===== src/rtl/serial_uart.sv =====
// Full-duplex 8N1 UART: registered-output transmitter plus a mid-bit sampling
// receiver with a two-flop input synchronizer, sharing one baud configuration.
module serial_uart #(
   parameter int CLK_FREQ  = 48_000_000,
   parameter int BAUD_RATE = 115_200
) (
   input  logic       i_clk,
   input  logic       i_rst,
   input  logic       i_wr,
   input  logic [7:0] i_data,
   output logic       o_busy,
   output logic       o_tx,
   input  logic       i_rx,
   output logic       o_wr,
   output logic [7:0] o_data
);

   localparam int DIV  = CLK_FREQ / BAUD_RATE;
   localparam int HALF = DIV / 2;
   localparam int CW   = $clog2(DIV + 1);

   localparam logic [CW-1:0] DIV_LAST  = CW'(DIV - 1);
   localparam logic [CW-1:0] DIV_LOAD  = CW'(DIV);
   localparam logic [CW-1:0] HALF_LOAD = CW'(HALF);
   localparam logic [CW-1:0] CNT_ONE   = CW'(1);

   localparam logic [0:0] TX_IDLE  = 1'b0;
   localparam logic [0:0] TX_SHIFT = 1'b1;

   localparam logic [2:0] RX_IDLE      = 3'd0;
   localparam logic [2:0] RX_START     = 3'd1;
   localparam logic [2:0] RX_DATA      = 3'd2;
   localparam logic [2:0] RX_STOP      = 3'd3;
   localparam logic [2:0] RX_WAIT_HIGH = 3'd4;

   // ---------------- transmitter ----------------
   logic [0:0]    tx_state;
   logic [9:0]    tx_shreg;
   logic [3:0]    tx_bit;
   logic [CW-1:0] tx_cnt;

   assign o_busy = (tx_state == TX_SHIFT);

   // NOTE: sequential state uses non-blocking assignments so every register
   // sees the pre-edge value of every other register.
   always_ff @(posedge i_clk or posedge i_rst) begin
      if (i_rst) begin
         tx_state <= TX_IDLE;
         tx_shreg <= '1;
         tx_bit   <= '0;
         tx_cnt   <= '0;
         o_tx     <= 1'b1;
      end else begin
         case (tx_state)
            TX_IDLE: begin
               if (i_wr) begin
                  tx_shreg <= {1'b1, i_data, 1'b0};
                  tx_bit   <= '0;
                  tx_cnt   <= '0;
                  o_tx     <= 1'b0;
                  tx_state <= TX_SHIFT;
               end
            end
            TX_SHIFT: begin
               if (tx_cnt == DIV_LAST) begin
                  tx_cnt <= '0;
                  if (tx_bit == 4'd9) begin
                     o_tx     <= 1'b1;
                     tx_state <= TX_IDLE;
                  end else begin
                     // o_tx is registered, so it takes the bit that becomes bit 0
                     tx_bit   <= tx_bit + 1'b1;
                     tx_shreg <= {1'b1, tx_shreg[9:1]};
                     o_tx     <= tx_shreg[1];
                  end
               end else begin
                  tx_cnt <= tx_cnt + 1'b1;
               end
            end
            default: tx_state <= TX_IDLE;
         endcase
      end
   end

   // ---------------- receiver ----------------
   logic [1:0]    rx_sync;
   logic          rx_s;
   logic [2:0]    rx_state;
   logic [2:0]    rx_bit;
   logic [CW-1:0] rx_cnt;
   logic [7:0]    rx_shreg;

   assign rx_s = rx_sync[1];

   // Synchronizer resets to the idle-high line level so reset never fakes a start bit.
   always_ff @(posedge i_clk or posedge i_rst) begin
      if (i_rst) rx_sync <= 2'b11;
      else       rx_sync <= {rx_sync[0], i_rx};
   end

   always_ff @(posedge i_clk or posedge i_rst) begin
      if (i_rst) begin
         rx_state <= RX_IDLE;
         rx_bit   <= '0;
         rx_cnt   <= '0;
         rx_shreg <= '0;
         o_wr     <= 1'b0;
         o_data   <= 8'h00;
      end else begin
         o_wr <= 1'b0;
         case (rx_state)
            RX_IDLE: begin
               if (!rx_s) begin
                  rx_cnt   <= HALF_LOAD;
                  rx_state <= RX_START;
               end
            end
            RX_START: begin
               if (rx_cnt == CNT_ONE) begin
                  if (!rx_s) begin
                     rx_cnt   <= DIV_LOAD;
                     rx_bit   <= '0;
                     rx_state <= RX_DATA;
                  end else begin
                     rx_state <= RX_IDLE;
                  end
               end else begin
                  rx_cnt <= rx_cnt - 1'b1;
               end
            end
            RX_DATA: begin
               if (rx_cnt == CNT_ONE) begin
                  rx_cnt   <= DIV_LOAD;
                  rx_shreg <= {rx_s, rx_shreg[7:1]};
                  if (rx_bit == 3'd7) rx_state <= RX_STOP;
                  else                rx_bit   <= rx_bit + 1'b1;
               end else begin
                  rx_cnt <= rx_cnt - 1'b1;
               end
            end
            RX_STOP: begin
               if (rx_cnt == CNT_ONE) begin
                  if (rx_s) begin
                     o_data   <= rx_shreg;
                     o_wr     <= 1'b1;
                     rx_state <= RX_IDLE;
                  end else begin
                     rx_state <= RX_WAIT_HIGH;
                  end
               end else begin
                  rx_cnt <= rx_cnt - 1'b1;
               end
            end
            RX_WAIT_HIGH: begin
               if (rx_s) rx_state <= RX_IDLE;
            end
            default: rx_state <= RX_IDLE;
         endcase
      end
   end

endmodule


===== config.mk =====
export PLATFORM = sky130hd
export DESIGN_NAME = serial_uart
export DESIGN_NICKNAME = d
export VERILOG_FILES = /design/src/rtl/serial_uart.sv
export SDC_FILE = /design/constraint.sdc
export NUM_CORES = 1
export LEC_CHECK = 0
export BUFFER_PORTS_ARGS = -buffer_cell sky130_fd_sc_hd__buf_2
export CAP_MARGIN = 30
export CORE_MARGIN = 10
export CORE_UTILIZATION = 54
export DETAILED_ROUTE_END_ITERATION = 6
export PLACE_DENSITY = 0.73
export SETUP_SLACK_MARGIN = 0.02
export SLEW_MARGIN = 20
export SYNTH_ARGS = -nofsm -noshare
export SYNTH_HDL_FRONTEND = slang
export SYNTH_SLANG_ARGS = --single-unit
export TNS_END_PERCENT = 30

===== constraint.sdc =====
create_clock -name i_clk -period 2.6 [get_ports i_clk]
set_input_delay 0.52 -clock i_clk [delete_from_list [all_inputs] [get_ports i_clk]]
set_output_delay 0.52 -clock i_clk [all_outputs]
set_load 0.005 [all_outputs]

Word level (Yosys, flattened, before mapping). Cells that the tools add are included.

Register bits after elaboration: 59. Input port bits: 12. Output and inout port bits: 11. Word-level logic and storage cells: 90.

Add/subtract/negate cells: 4. Equality and inequality tests: 21. Muxes and demuxes: 42. Bitwise gates (word level): 1. Reduce and logical (&&, ||, !) cells: 10.

Operator list (number): 9-bit 2-to-1 mux (7); 9-bit one-hot mux with 4 select lines (1); 3-bit 2-to-1 mux (11); 10-bit 2-to-1 mux (3); 2-bit inequality test (second input constant) (11); 10-bit one-hot mux with 2 select lines (1); 9-bit one-hot mux with 2 select lines (1); 3-bit one-hot mux with 5 select lines (1); 4-bit 2-to-1 mux (3); 9-bit by 1-bit adder with 9-bit output (second input constant) (1); 9-bit by 1-bit equality test with 1-bit output (second input constant) (1); 9-bit equality test (second input constant) (1); 1-bit 2-to-1 mux (9); 9-bit by 1-bit subtractor with 9-bit output (second input constant) (1); 4-bit one-hot mux with 2 select lines (1); 3-bit by 2-bit equality test with 1-bit output (second input constant) (2); 3-bit equality test (second input constant) (2); 3-bit one-hot mux with 2 select lines (1); 3-bit AND reduction (2); 6-bit AND reduction (1); 5-bit AND reduction (1); 4-bit by 1-bit adder with 4-bit output (second input constant) (1); 4-bit equality test (second input constant) (1); 1-bit one-hot mux with 2 select lines (2); other kinds (11) (12).

Logic depth before layout (Yosys ltp).
Word-level depth: 4. Depth in mapped cells: 7. Gate-level depth less buffers: 6.

Least setup slack after synthesis. Ideal clock, no wire load.

Kind: register -> register. From: register rx_cnt[1]. To: register o_data[0]. Library setup time: 125 ps. Arrival time: 2106 ps. Required time: 2475 ps. Setup slack: 368 ps. Cell stages (with the launch flop): 8. Path buffers: 1. Period minus slack after synthesis: 2232 ps. Cell sequence: dfrtp_1 inv_1 ha_1 or4b_4 buf_6 or3_4 nor2_8 mux2_4.

Word-level cells in the longest chain between the ends: 2.

Ends and longest elaborated chain: from (decl) (line 90) `logic [CW-1:0] rx_cnt;`; from (signal assigned) (line 128) `rx_cnt <= rx_cnt - 1'b1;`; from (signal assigned) (line 138) `rx_cnt <= rx_cnt - 1'b1;`; from (signal assigned) (line 151) `rx_cnt <= rx_cnt - 1'b1;`; 9-bit by 1-bit equality test with 1-bit output (line 142) `if (rx_cnt == CNT_ONE) begin`; 3-bit AND reduction (no line); to (signal assigned) (line 144) `o_data <= rx_shreg;`; to (decl) (line 15) `output logic [7:0] o_data`.

Every way passes these cells. A chain may end at the register's enable or synchronous reset.

Worst setup path after layout. Ends and elaborated chain as after synthesis.

==> impl_metrics.tcl <==
set metrics [dict create \
    power_switching_mw 0.694 \
    grt_usage_pct 13.3 \
    ff_latch_area_um2 1440 \
    n_fill_cell 410 \
    cap_viol_max_count 0 \
    cp-start-kind "flip-flop" \
    p_leak_nw 1.61 \
    worst_pin_slew_ps 668 \
    power_frac_comb_pct 15.2 \
    synthCells 268 \
    rsz0062_at_grt "false" \
    grt-ovfl-total 0 \
    clk_latency_ps 340 \
    postSynth.asyncResetShare_pct 100 \
    grt_pass1_wl_um 9430 \
    power.density_nw_per_um2 761 \
    vias 2073 \
    critPathKind "flip-flop to flip-flop" \
    cts_sinks 57 \
    layout_common_cells "46 x dfrtp_1, 22 x nor2_1, 22 x buf_2, 17 x nand2_1, 14 x a21oi_1" \
    hpwl_um 3830 \
    critPathCaptureType "flip-flop" \
    fin_skew_ps 12.3 \
    num_rows 26 \
    yosysWarnings 0 \
    nets 311 \
    drive_gt1_share_pct 24.2 \
    cts_hold_buf 0 \
    cts_resized 0 \
    cts_root_buf "clkbuf_8" \
    power_frac_seq_pct 49.8 \
    h-tree-depth 3 \
    clk_pin_slew_ps 70 \
    fmax_mhz 443 \
    gr-usage-met3_pct 4.40 \
    fin_cells 367 \
    cts_max_path_buffers 2 \
    hold_viol_final 0 \
    p_clk_share_pct 35.1 \
    worst-r2r-setup-slack_ps 340 \
    intPower_mw 1.82 \
    grt_max_degree 23 \
    cts_buffers 9 \
    pin_count 23 \
    final_common_cell "dfrtp_1" \
    rr_startpoint "rx_cnt[1]$_DFFE_PP0P_" \
    multi_input_area_um2 1380 \
    grt-busiest-layer "met2" \
    r2r-end "o_data[0]$_DFFE_PP0P_" \
    grtUsageMet1_pct 16.9 \
    place.gp.congestion 0.855 \
    first_global_vias 1996 \
    cts_tree "yes" \
    synth_area_um2 2920 \
    wl_per_cell_um 15.0 \
    die_w_um 93.5 \
    synthFlopType "dfrtp_1" \
    drtPass1Iterations 4 \
    drc 0 \
    antenna_cells 0 \
    syn_avg_cell_area_um2 10.9 \
    status "completed" \
    use_met2_pct 20.0 \
    drtIter0Drc 130 \
    via_per_inst 5.65 \
    seq_area_frac_synth_pct 49.4 \
    path_max_fanout 10 \
    yosysUniqueCellTypes 56 \
    post_cts.repair.setup_buffers 0 \
    syn_to_final_growth_pct 13.0 \
    drt.antenna.violating_nets 0 \
    portBuffers 22 \
    antenna_found_initial 0 \
    rr_worst_depth 6 \
    worstPathRequired_ps 2820 \
    synthesis.nets 287 \
    hold_path.class "primary input to async pin" \
    drv_slew 0 \
    start_util_pct 56.4 \
    period_needed_ps 2260 \
    drt-total-wl_um 5510 \
    ys_seq_elements 57 \
    synth_edf_count 0 \
    place_inst 351 \
    relSlewSlack_pct 55.4 \
    die_area_um2 8740 \
    core-area_um2 5170 \
    arrival_ps 2480 \
    fin_tns_setup_ps 0 \
    setup_violations 0 \
    post-route-util_pct 63.7 \
    ir_drop_uv 347 \
    final.period_utilization_pct 86.8 \
    switching_share_pct 27.6 \
    fp.dieH_um 93.5 \
]
## kinds of logic (layout without fill, tap and decap cells)
family,Yosys count,in the layout,synth area share (%)
simple gates,89,89,17.8
fa+ha+maj,7,7,3.00
compound gates,58,58,13.2
flops,57,57,49.4
xor+xnor,6,6,1.80
buf+inv,23,52,3.47
mux,28,28,11.4
## worst max-delay path by stage
stage                          start                     to  slack, ps  cells after the start
3_3_place_gp   rx_cnt[1]$_DFFE_PP0P_  o_data[2]$_DFFE_PP0P_        380                      6
5_1_grt        rx_cnt[1]$_DFFE_PP0P_  o_data[3]$_DFFE_PP0P_        250                      6
2_1_floorplan  rx_cnt[1]$_DFFE_PP0P_  o_data[0]$_DFFE_PP0P_        370                      7
3_5_place_dp   rx_cnt[1]$_DFFE_PP0P_  o_data[2]$_DFFE_PP0P_        330                      6
6_report       rx_cnt[1]$_DFFE_PP0P_  o_data[0]$_DFFE_PP0P_        340                      6
4_1_cts        rx_cnt[1]$_DFFE_PP0P_  o_data[2]$_DFFE_PP0P_        340                      6
## sequential cells by signal, summed over array words and instances (netlist names)
register / count
rx_state: 3
rx_shreg: 8
o_busy: 1
tx_shreg: 8
tx_cnt: 9
o_tx: 1
tx_bit: 4
o_wr: 1
rx_bit: 3
o_data: 8
rx_cnt: 9
rx_sync: 2
## critical path, cell delays in order (launching register included)
cell and delay, ps:
dfrtp_1 410, inv_1 90, ha_1 160, or4b_4 530
or3_4 420, nor2_8 230, mux2_4 320
## cell usage after synthesis, types with 3 or more instances
cell type,n,area (µm²)
xnor2_1,4,35.0
nor3b_1,4,30.0
nor2_1,22,82.6
clkbuf_1,11,41.3
mux2i_1,10,100
a21oi_1,14,70.1
nand2b_1,8,50.1
nor3_1,7,35.0
nand2_1,17,63.8
a22o_1,3,26.3
a21o_1,3,22.5
dfstp_2,11,289
dfrtp_1,46,1150
a31oi_1,3,18.8
o2bb2ai_1,4,35.0
mux2_1,8,90.1
o21ai_0,13,65.1
nand3_1,8,40.0
inv_1,10,37.5
mux2_4,8,120
ha_1,7,87.6
## power groups by stage
stage	clock network (mW)	logic [mW]	registers, mW
2_1_floorplan	0	0.315	1.22
3_3_place_gp	0	0.371	1.26
3_5_place_dp	0	0.384	1.26
4_1_cts	0.896	0.388	1.25
5_1_grt	0.933	0.439	1.28
6_report	0.880	0.380	1.25
## area by class of cell
| type | count | area share [%] |
|---|---|---|
| Clock buffer | 12 | 5.01 |
| Clock inverter | 4 | 1.52 |
| Inverter | 10 | 1.14 |
| Multi-Input combinational cell | 188 | 41.7 |
| Sequential cell | 57 | 43.7 |
| Tap cell | 70 | 2.66 |
| Timing Repair Buffer | 26 | 4.25 |
## per-layer routing
metal | wire (µm) | part of all wire (%)
met1 | 2690 | 49
met2 | 2500 | 45
met3 | 220 | 4.0
met4 | 92 | 1.7
met5 | 0 | 0
## per-stage QoR
step	total power, mW	area [µm²]	setup WS, ps	hold WS [ps]
6_report	2.51	3300	343	118
3_3_place_gp	1.63	3080	384	346
2_1_floorplan	1.54	2920	368	345
4_1_cts	2.53	3300	339	126
5_1_grt	2.65	3300	254	134
3_5_place_dp	1.65	3080	332	349
No activity file was read; power rests on OpenSTA's default activity.
